## src/rtl/ddr3_disp_pkg.sv

```systemverilog
// rtl/ddr3_disp_pkg.sv - shared state encoding and width defaults for the DDR3 display read path
package ddr3_disp_pkg;

    localparam int DEF_DATA_W = 128;
    localparam int DEF_PIX_W  = 16;

    // One-hot so each state decode is a single flop bit
    typedef enum logic [3:0] {
        ST_IDLE  = 4'b0001,
        ST_FLUSH = 4'b0010,
        ST_FILL  = 4'b0100,
        ST_RUN   = 4'b1000
    } disp_state_e;

endpackage

```

## src/rtl/unpack_wbuf2.sv

```systemverilog
// rtl/unpack_wbuf2.sv - two-deep word buffer (cur + prefetch) with single outstanding FIFO read
module unpack_wbuf2
    import ddr3_disp_pkg::*;
#(
    parameter int DATA_W = DEF_DATA_W
) (
    input  logic              clk,
    input  logic              rst_n,
    input  logic              clr_i,
    input  logic              fetch_en_i,
    input  logic              fifo_empty_i,
    input  logic [DATA_W-1:0] fifo_dout_i,
    input  logic              retire_i,
    output logic              rd_req_o,
    output logic [DATA_W-1:0] cur_o,
    output logic              cur_v_o,
    output logic              nxt_v_o
);

    logic [DATA_W-1:0] cur_q, cur_d;
    logic [DATA_W-1:0] nxt_q, nxt_d;
    logic              cur_v_q, cur_v_d;
    logic              nxt_v_q, nxt_v_d;
    logic              infl_q, infl_d;

    always_comb begin
        cur_d   = cur_q;
        nxt_d   = nxt_q;
        cur_v_d = cur_v_q;
        nxt_v_d = nxt_v_q;
        if (retire_i) begin
            cur_d   = nxt_q;
            cur_v_d = nxt_v_q;
            nxt_v_d = 1'b0;
        end
        // Read latency is one cycle, so a read issued last cycle lands now
        if (infl_q) begin
            if (!cur_v_d) begin
                cur_d   = fifo_dout_i;
                cur_v_d = 1'b1;
            end else begin
                nxt_d   = fifo_dout_i;
                nxt_v_d = 1'b1;
            end
        end
        rd_req_o = fetch_en_i && !fifo_empty_i && !infl_q && !(cur_v_d && nxt_v_d);
        infl_d   = rd_req_o;
        if (clr_i) begin
            cur_v_d  = 1'b0;
            nxt_v_d  = 1'b0;
            infl_d   = 1'b0;
            rd_req_o = 1'b0;
        end
    end

    always_ff @(posedge clk or negedge rst_n) begin
        if (!rst_n) begin
            cur_q   <= '0;
            nxt_q   <= '0;
            cur_v_q <= 1'b0;
            nxt_v_q <= 1'b0;
            infl_q  <= 1'b0;
        end else begin
            cur_q   <= cur_d;
            nxt_q   <= nxt_d;
            cur_v_q <= cur_v_d;
            nxt_v_q <= nxt_v_d;
            infl_q  <= infl_d;
        end
    end

    assign cur_o   = cur_q;
    assign cur_v_o = cur_v_q;
    assign nxt_v_o = nxt_v_q;

endmodule

```

## src/rtl/ddr3_rd_unpack.sv

```systemverilog
// rtl/ddr3_rd_unpack.sv - frame-synchronous read-FIFO word unpacker to pixels; UNDERFLOW_CNT_EN adds underflow_cnt
module ddr3_rd_unpack
    import ddr3_disp_pkg::*;
#(
    parameter int DATA_W     = DEF_DATA_W,
    parameter int PIX_W      = DEF_PIX_W,
    parameter int LOAD_PULSE = 16,
    parameter int FLUSH_CYC  = 512
) (
    input  logic              clk,
    input  logic              rst_n,
    input  logic              frame_start,
    input  logic              pix_req,
    input  logic [DATA_W-1:0] rfifo_dout,
    input  logic              rfifo_empty,
    output logic              rfifo_rden,
    output logic              rd_load,
    output logic [PIX_W-1:0]  pix_data,
    output logic              pix_valid,
    output logic              underflow
`ifdef UNDERFLOW_CNT_EN
    ,
    output logic [15:0]       underflow_cnt
`endif
);

    localparam int LANES  = DATA_W / PIX_W;
    localparam int LANE_W = (LANES > 1) ? $clog2(LANES) : 1;
    localparam int FL_W   = $clog2(FLUSH_CYC + 1);
    localparam int LD_W   = $clog2(LOAD_PULSE + 1);

    disp_state_e       state_q, state_d;
    logic              fs_q;
    logic              fs_edge;
    logic [LANE_W-1:0] lane_q, lane_d;
    logic [FL_W-1:0]   flush_cnt_q, flush_cnt_d;
    logic [LD_W-1:0]   ld_cnt_q, ld_cnt_d;
    logic              rd_load_q, rd_load_d;
    logic [PIX_W-1:0]  pix_data_q, pix_data_d;
    logic              pix_valid_q, pix_valid_d;
    logic              underflow_q, underflow_d;

    logic [DATA_W-1:0] cur_word;
    logic [DATA_W-1:0] pix_shift;
    logic [PIX_W-1:0]  pix_sel;
    logic              cur_v, nxt_v;
    logic              wb_rd_req;
    logic              lane_last;
    logic              retire;
    logic              fetch_en;

    assign fs_edge   = frame_start && !fs_q;
    assign lane_last = (lane_q == LANE_W'(LANES - 1));
    assign retire    = (state_q == ST_RUN) && pix_req && !fs_edge && cur_v && lane_last;
    assign fetch_en  = ((state_q == ST_FILL) || (state_q == ST_RUN)) && !fs_edge;

    // Flush reads are not tracked by the buffer, so their data is dropped
    assign rfifo_rden = (state_q == ST_FLUSH) ? !rfifo_empty : wb_rd_req;

    // Lane 0 sits in the MSBs of the word
    assign pix_shift = cur_word << (lane_q * PIX_W);
    assign pix_sel   = pix_shift[DATA_W-1 -: PIX_W];

    unpack_wbuf2 #(
        .DATA_W (DATA_W)
    ) u_wbuf (
        .clk          (clk),
        .rst_n        (rst_n),
        .clr_i        (fs_edge),
        .fetch_en_i   (fetch_en),
        .fifo_empty_i (rfifo_empty),
        .fifo_dout_i  (rfifo_dout),
        .retire_i     (retire),
        .rd_req_o     (wb_rd_req),
        .cur_o        (cur_word),
        .cur_v_o      (cur_v),
        .nxt_v_o      (nxt_v)
    );

    always_comb begin
        state_d     = state_q;
        lane_d      = lane_q;
        flush_cnt_d = flush_cnt_q;
        ld_cnt_d    = ld_cnt_q;
        rd_load_d   = (ld_cnt_q != '0);
        pix_data_d  = pix_data_q;
        pix_valid_d = 1'b0;
        underflow_d = 1'b0;
        if (ld_cnt_q != '0) begin
            ld_cnt_d = ld_cnt_q - 1'b1;
        end
        case (state_q)
            ST_IDLE: begin
                state_d = ST_IDLE;
            end
            ST_FLUSH: begin
                if (flush_cnt_q == '0) begin
                    state_d = ST_FILL;
                end else begin
                    flush_cnt_d = flush_cnt_q - 1'b1;
                end
            end
            ST_FILL: begin
                if (cur_v && nxt_v) begin
                    state_d = ST_RUN;
                end
            end
            ST_RUN: begin
                if (pix_req) begin
                    if (cur_v) begin
                        pix_data_d  = pix_sel;
                        pix_valid_d = 1'b1;
                        lane_d      = lane_last ? '0 : lane_q + 1'b1;
                    end else begin
                        underflow_d = 1'b1;
                    end
                end
            end
            default: begin
                state_d = ST_IDLE;
            end
        endcase
        // A new frame overrides whatever the current state was doing
        if (fs_edge) begin
            state_d     = ST_FLUSH;
            lane_d      = '0;
            flush_cnt_d = FL_W'(FLUSH_CYC - 1);
            ld_cnt_d    = LD_W'(LOAD_PULSE - 1);
            rd_load_d   = 1'b1;
            pix_valid_d = 1'b0;
            underflow_d = 1'b0;
        end
    end

    always_ff @(posedge clk or negedge rst_n) begin
        if (!rst_n) begin
            state_q     <= ST_IDLE;
            fs_q        <= 1'b0;
            lane_q      <= '0;
            flush_cnt_q <= '0;
            ld_cnt_q    <= '0;
            rd_load_q   <= 1'b0;
            pix_data_q  <= '0;
            pix_valid_q <= 1'b0;
            underflow_q <= 1'b0;
        end else begin
            state_q     <= state_d;
            fs_q        <= frame_start;
            lane_q      <= lane_d;
            flush_cnt_q <= flush_cnt_d;
            ld_cnt_q    <= ld_cnt_d;
            rd_load_q   <= rd_load_d;
            pix_data_q  <= pix_data_d;
            pix_valid_q <= pix_valid_d;
            underflow_q <= underflow_d;
        end
    end

    assign rd_load   = rd_load_q;
    assign pix_data  = pix_data_q;
    assign pix_valid = pix_valid_q;
    assign underflow = underflow_q;

`ifdef UNDERFLOW_CNT_EN
    logic [15:0] uf_cnt_q, uf_cnt_d;

    // Counts alongside the pulse so the count is visible in the same cycle
    always_comb begin
        uf_cnt_d = uf_cnt_q;
        if (fs_edge) begin
            uf_cnt_d = '0;
        end else if (underflow_d && (uf_cnt_q != 16'hFFFF)) begin
            uf_cnt_d = uf_cnt_q + 1'b1;
        end
    end

    always_ff @(posedge clk or negedge rst_n) begin
        if (!rst_n) begin
            uf_cnt_q <= '0;
        end else begin
            uf_cnt_q <= uf_cnt_d;
        end
    end

    assign underflow_cnt = uf_cnt_q;
`endif

endmodule

```

## config.mk

```make
export PLATFORM = sky130hd
export DESIGN_NAME = ddr3_rd_unpack
export DESIGN_NICKNAME = d
export VERILOG_FILES = /design/src/rtl/ddr3_disp_pkg.sv /design/src/rtl/unpack_wbuf2.sv /design/src/rtl/ddr3_rd_unpack.sv
export SDC_FILE = /design/constraint.sdc
export NUM_CORES = 1
export LEC_CHECK = 0
export CAP_MARGIN = 25
export CORE_MARGIN = 8
export CORE_UTILIZATION = 60
export DETAILED_ROUTE_END_ITERATION = 10
export PLACE_DENSITY = 0.89
export SETUP_SLACK_MARGIN = 0.2
export SLEW_MARGIN = 10
export SYNTH_ARGS = -nofsm -noshare
export SYNTH_HDL_FRONTEND = slang
export SYNTH_SLANG_ARGS = --single-unit
```

## constraint.sdc

```tcl
create_clock -name clk -period 3.4 [get_ports clk]
set_clock_uncertainty 0.05 [all_clocks]
set_input_delay 0.51 -clock clk [delete_from_list [all_inputs] [get_ports clk]]
set_output_delay 0.51 -clock clk [all_outputs]
set_load 0.02 [all_outputs]
```

## Word-level counts from Yosys, hierarchy flattened

Index checks and enable logic that the tools add are counted.

| cells by class | value |
|---|---|
| multiplexer cells | 35 |
| shift operators | 1 |
| $add $sub $neg | 3 |
| eq/ne operators | 8 |
| reductions and logical operators | 29 |

Operators by type and width:

| kind | number |
|---|---|
| two-way mux 128 bit | 3 |
| left shift 128 x 7 -> 128 bit | 1 |
| two-way mux 10 bit | 3 |
| two-way mux 1 bit | 18 |
| two-way mux 3 bit | 5 |
| two-way mux 4 bit | 3 |
| case mux 4 bit (3 select lines) | 1 |
| logical AND 1 bit | 11 |
| zero test 10 bit | 1 |
| two-way mux 5 bit | 2 |
| nonzero test 2 bit | 5 |
| subtractor 10 x 1 -> 10 bit (second input constant) | 1 |
| AND reduction 3 bit | 3 |
| != test 3 x 2 -> 1 bit (second input constant) | 2 |
| zero test 1 bit | 5 |
| nonzero test 5 bit | 1 |
| subtractor 5 x 1 -> 5 bit (second input constant) | 1 |
| == test 4 x 2 -> 1 bit (second input constant) | 1 |
| == test 4 x 3 -> 1 bit (second input constant) | 1 |
| == test 4 bit (second input constant) | 1 |
| != test 2 bit (second input constant) | 2 |
| AND reduction 2 bit | 2 |
| adder 3 x 1 -> 3 bit (second input constant) | 1 |
| == test 3 bit (second input constant) | 1 |
| logical OR 1 bit | 1 |

| storage, ports and cells | value |
|---|---|
| bits in registers | 301 |
| output and inout bits | 20 |
| word-level logic and storage cells | 90 |
| bits of input ports | 133 |

## Logic depth before layout (Yosys ltp)

| logic depth | value |
|---|---|
| depth in word-level cells | 14 |
| mapped depth | 8 |
| depth with buffers taken out | 6 |

## Modules after synthesis

Synthesis repeated with hierarchy kept, for this count alone.

| second synthesis, totals | value |
|---|---|
| cell total of the unflattened synthesis | 934 |
| area total of the unflattened synthesis | 14333.7 sq um |

By module, submodules not included:

| module | cells each | area each (sq um) | seq. area each (sq um) | instances |
|---|---|---|---|---|
| unpack_wbuf2 | 696 | 11519.8 | 6481.2 | 1 |
| ddr3_rd_unpack | 238 | 2813.9 | 1052.3 | 1 |

## Worst setup path after synthesis

Ideal clock, no wire load.

| timing path | value |
|---|---|
| kind | input -> output |
| from | input port frame_start |
| to | output port rfifo_rden |
| slack | 1.130 ns |
| path buffers | 1 |
| data arrival time | 1.710 ns |
| required time | 2.840 ns |
| stages | 5 |
| cell sequence | nand2b_1 clkbuf_1 nand2_1 or4_1 a21oi_1 |

| between the ends | value |
|---|---|
| longest elaborated chain between the ends | 13 |
| elaborated cells between the ends (all ways) | 18 |
| classes of those cells | 7 x mux; 11 x reduce/logical |

Ends and longest elaborated chain:

| what | line | text |
|---|---|---|
| start, declared | ddr3_rd_unpack.sv:12 | `input logic frame_start,` |
| logical AND 1 bit (*) | ddr3_rd_unpack.sv:52 | `assign fs_edge = frame_start && !fs_q;` |
| zero test 1 bit | ddr3_rd_unpack.sv:54, ddr3_rd_unpack.sv:55 |  |
| logical AND 1 bit (3 in series) | ddr3_rd_unpack.sv:54 | `assign retire = (state_q == ST_RUN) && pix_req && !fs_edge && cur_v && lane_last;` |
| two-way mux 1 bit | unpack_wbuf2.sv:31 | `if (retire_i) begin` |
| two-way mux 1 bit | unpack_wbuf2.sv:38 | `if (!cur_v_d) begin` |
| two-way mux 1 bit | unpack_wbuf2.sv:37 | `if (infl_q) begin` |
| logical AND 1 bit | unpack_wbuf2.sv:46 | `rd_req_o = fetch_en_i && !fifo_empty_i && !infl_q && !(cur_v_d && nxt_v_d);` |
| zero test 1 bit | unpack_wbuf2.sv:46 |  |
| logical AND 1 bit | unpack_wbuf2.sv:46 |  |
| two-way mux 1 bit (*) | unpack_wbuf2.sv:48 | `if (clr_i) begin` |
| two-way mux 1 bit (*) | ddr3_rd_unpack.sv:58 | `assign rfifo_rden = (state_q == ST_FLUSH) ? !rfifo_empty : wb_rd_req;` |
| end, declared | ddr3_rd_unpack.sv:16 | `output logic rfifo_rden,` |

Every way passes the cells marked *; elsewhere a longest branch is shown, timed or not.

## Worst setup path after layout

| timing path | value |
|---|---|
| from | register state_q[2] |
| to | output port rfifo_rden |

| between the ends | value |
|---|---|
| longest elaborated chain between the ends | 13 |
| elaborated cells between the ends (all ways) | 21 |
| classes of those cells | 3 x eq/ne; 7 x mux; 11 x reduce/logical |

Ends and longest elaborated chain:

| what | line | text |
|---|---|---|
| start, declared | ddr3_rd_unpack.sv:32 | `disp_state_e state_q, state_d;` |
| start signal, assigned | ddr3_rd_unpack.sv:147 | `state_q <= state_d;` |
| == test 4 bit | ddr3_rd_unpack.sv:54, ddr3_rd_unpack.sv:55 |  |
| logical AND 1 bit (4 in series) | ddr3_rd_unpack.sv:54 |  |
| two-way mux 1 bit | unpack_wbuf2.sv:31 |  |
| two-way mux 1 bit | unpack_wbuf2.sv:38 |  |
| two-way mux 1 bit | unpack_wbuf2.sv:37 |  |
| logical AND 1 bit | unpack_wbuf2.sv:46 |  |
| zero test 1 bit | unpack_wbuf2.sv:46 |  |
| logical AND 1 bit | unpack_wbuf2.sv:46 |  |
| two-way mux 1 bit | unpack_wbuf2.sv:48 |  |
| two-way mux 1 bit (*) | ddr3_rd_unpack.sv:58 |  |

Marked as above.

==> results.toml <==
[global_route]
grt_util_all_layers = 0.2594
grt_pass1_wl_mm = 57.82
grt_pass1_vias = 10160
gr-total-overflow = 0
grt_max_degree = 112
antenna_found_initial = 7

[cells_and_area]
fillers = 1408
area.sequential_um2 = 7538
final_layout_size_suffix_gt1_frac = 0.1971
fin_util = 0.7324
area_delta_synth_final_pct = 20.84
multi_input_area_um2 = 5725
nets = 1360

[critical_path]
worst_path_largest_cell_delay_ns = 0.45
cp_max_fo = 7
arrival_ns = 2.27
worst_setup_path_end_kind = "output pin"
r2r-start = "state_q[2]"
startpoint_type = "flop"
r2r_cells = 5
cp_slowest_cell = "dfrtp_1"
critical_path_class = "reg2out"
cp_cell_sequence = "and3b_1, a31oi_1, or4_1, a21oi_1, dlymetal6s2s_1"
cp-startpoint = "state_q[2]"
worstPathRequired_ns = 2.84

[clock_tree]
clock_path_buffers = 3
cts-root-buf = "clkbuf_16"
cts-buffers-inserted = 30
htreeDepth = 1
clock-sinks = 301
clk_pin_slew_ns = 0.06
clock_latency_ns = 0.55
cts_setup_buffers = 0
cts_tree = "yes"

[floorplan]
die_x_um = 166.8
die_area_um2 = 27810
initial_core_util = 0.6061
fp.coreArea_um2 = 22500
fp.dieH_um = 166.8
row_count = 55
pin_count = 153

[sta]
post-route-min-period_ns = 2.826
slew_violations = 0
post-route-period-util = 0.8312
max_freq_ghz = 0.3538
setup-tns-final_ns = 0
max-slew-margin-rel = 0.3820
hold_slack_ns = 0.4139
setup_viol = 0
tightest_slew_ns = 0.9270
finalHoldViolations = 0
rsz0062_at_grt = "no"

[power_and_ir_drop]
clock_power_share = 0.428
seq_power_share = 0.509
comb_power_share = 0.063
swShare = 0.2205
p_switching_mw = 1.647
power.internal_mw = 5.822
power_density_nw_per_um2 = 453.2
p_leak_nw = 7.653
worst_ir_drop_vdd_uv = 353.9

[synthesis]
synth.avg_cell_area_um2 = 12.41
ys.flop_type = "dfrtp_1"
synth_nets = 1237
ys.warnings.count = 0
synth_cells = 1099
yosysSeqAreaShare = 0.5523
postSynth.asyncResetShare = 1.000
ys_ff_latch = 301
syn_area_um2 = 13640
synth-edff-count = 0
synth.distinct_cells = 38

[worst_hold_path]
hold_start = "frame_start"
holdPathStages = 1
hold_class = "in2reg"

[detailed_routing]
drt-vias-per-instance = 6.421
routed_wl_mm = 36.22
ant_nets = 0
first_iter_violations = 1007
vias = 9843
drc = 0
wl_per_cell_um = 23.62
drt-pass1-iter-count = 5

[run]
maxCapViolCount = 0

[status]
status = "finished, final reports clean"

[placement]
globalplace.congestion = 0.8891
io_buffers = 152
hpwl_mm = 23.37
-- path summary, 6_finish.rpt --
kind / end / slack (ns)
worst min register to register: pix_data[11] / 0.44
worst min-delay path: fs_q / 0.41
worst max-delay path: rfifo_rden / 0.57
max in group asynchronous: u_wbuf.nxt_q[30] / 1.85
min in group asynchronous: u_wbuf.nxt_q[110] / 0.54
worst max register to register: u_wbuf.cur_o[16] / 0.79
-- flip-flops by register name, summed over array words and instances, names as in the netlist --
| signal | flops |
|---|---|
| u_wbuf.infl_q | 1 |
| u_wbuf.nxt_v_o | 1 |
| pix_valid | 1 |
| u_wbuf.cur_v_o | 1 |
| pix_data | 16 |
| underflow | 1 |
| lane_q | 3 |
| ld_cnt_q | 5 |
| fs_q | 1 |
| flush_cnt_q | 10 |
| u_wbuf.nxt_q | 128 |
| u_wbuf.cur_o | 128 |
| state_q | 4 |
| rd_load | 1 |
-- cells in the mapped netlist, types with 4 or more instances --
| library cell | instances | area share |
|---|---|---|
| dfrtp_1 | 300 | 0.55 |
| buf_2 | 30 | 0.011 |
| buf_1 | 7 | 0.0019 |
| ha_1 | 5 | 0.0046 |
| nor2b_1 | 4 | 0.0018 |
| or3_1 | 4 | 0.0018 |
| clkbuf_1 | 51 | 0.014 |
| a21oi_1 | 10 | 0.0037 |
| o31ai_1 | 5 | 0.0028 |
| mux2i_1 | 146 | 0.11 |
| or4_1 | 7 | 0.0039 |
| mux4_2 | 32 | 0.053 |
| nand3_1 | 134 | 0.049 |
| nor3_1 | 4 | 0.0015 |
| o21ai_0 | 150 | 0.055 |
| nor2_1 | 9 | 0.0025 |
| nand2_1 | 33 | 0.0091 |
| mux2_2 | 128 | 0.11 |
| inv_1 | 9 | 0.0025 |
-- cells by family after synthesis --
group / after synthesis / share of synthesized area
compound gates: 172 / 0.06532
xor+xnor: 4 / 0.002569
fa+ha+maj: 5 / 0.004587
buf+inv: 97 / 0.02945
flops: 301 / 0.5523
mux: 306 / 0.2657
simple gates: 214 / 0.08008
-- routing by layer --
layer | GRT usage | vias up | wire [um]
li1 | - | 4278 | -
met1 | 0.3427 | 5058 | 14460
met2 | 0.4015 | 415 | 17310
met3 | 0.06856 | 88 | 3077
met4 | 0.1116 | 4 | 1353
met5 | 0 | - | 22
-- layout by cell type, fill, tap and decap left out, types with 9 or more instances in the layout --
master           synthesis  layout
o21ai_0                150     150
mux4_2                  32      32
mux2_2                 128     128
nand3_1                134     134
a21oi_1                 10      10
inv_1                    9       9
buf_12                   0      10
clkbuf_16                0      30
dfrtp_1                300     298
clkdlybuf4s50_1          0     150
mux2i_1                146     146
nand2_1                 33      33
buf_4                    0      15
nor2_1                   9       9
-- area by class of cell --
cell class                 instances  area share
sequential                       301      0.4574
multi-input combinational        701      0.3474
timing repair buffer             179      0.1127
clock buffer                      43     0.05276
tap                              285     0.02164
clock inverter                    10    0.005390
inverter                           9    0.002050
antenna                            5   0.0007591
-- metrics by stage --
stage	power (mW)	cell area (um^2)	setup slack, ns	std cells
5_1_grt	7.704	16480	0.4044	1533
4_1_cts	7.498	16460	0.2043	1527
3_5_place_dp	4.330	15490	0.3146	1473
3_3_place_gp	4.299	15490	0.3361	1473
6_report	7.469	16480	0.5739	1533
2_1_floorplan	3.998	13640	1.130	1099
-- power by group through the flow --
| stage | Combinational (mW) | Clock (mW) | Sequential, mW |
|---|---|---|---|
| floorplan | 0.163 | 0 | 3.83 |
| global placement | 0.448 | 0 | 3.85 |
| detailed placement | 0.469 | 0 | 3.86 |
| CTS | 0.473 | 3.23 | 3.80 |
| global route | 0.518 | 3.37 | 3.81 |
| finish | 0.469 | 3.20 | 3.80 |
-- worst max-delay path: cells and delay by family, from the launching register on --
| kind | cells | cell delay, ns |
|---|---|---|
| AOI/OAI and AO/OA | 2 | 0.25 |
| buffers and inverters | 1 | 0.24 |
| DFF | 1 | 0.45 |
| and+or+nand+nor | 2 | 0.78 |
-- timing repair --
| item | 4_1_cts | 5_1_grt |
|---|---|---|
| gates cloned | 0 | 0 |
| hold buffers | 1 | 0 |
| resized for setup | 1 | 1 |
| endpoints found under the setup margin | 1 | 1 |
| endpoints found under the hold margin | 87 | 0 |
No activity file was read; power rests on OpenSTA's default activity.
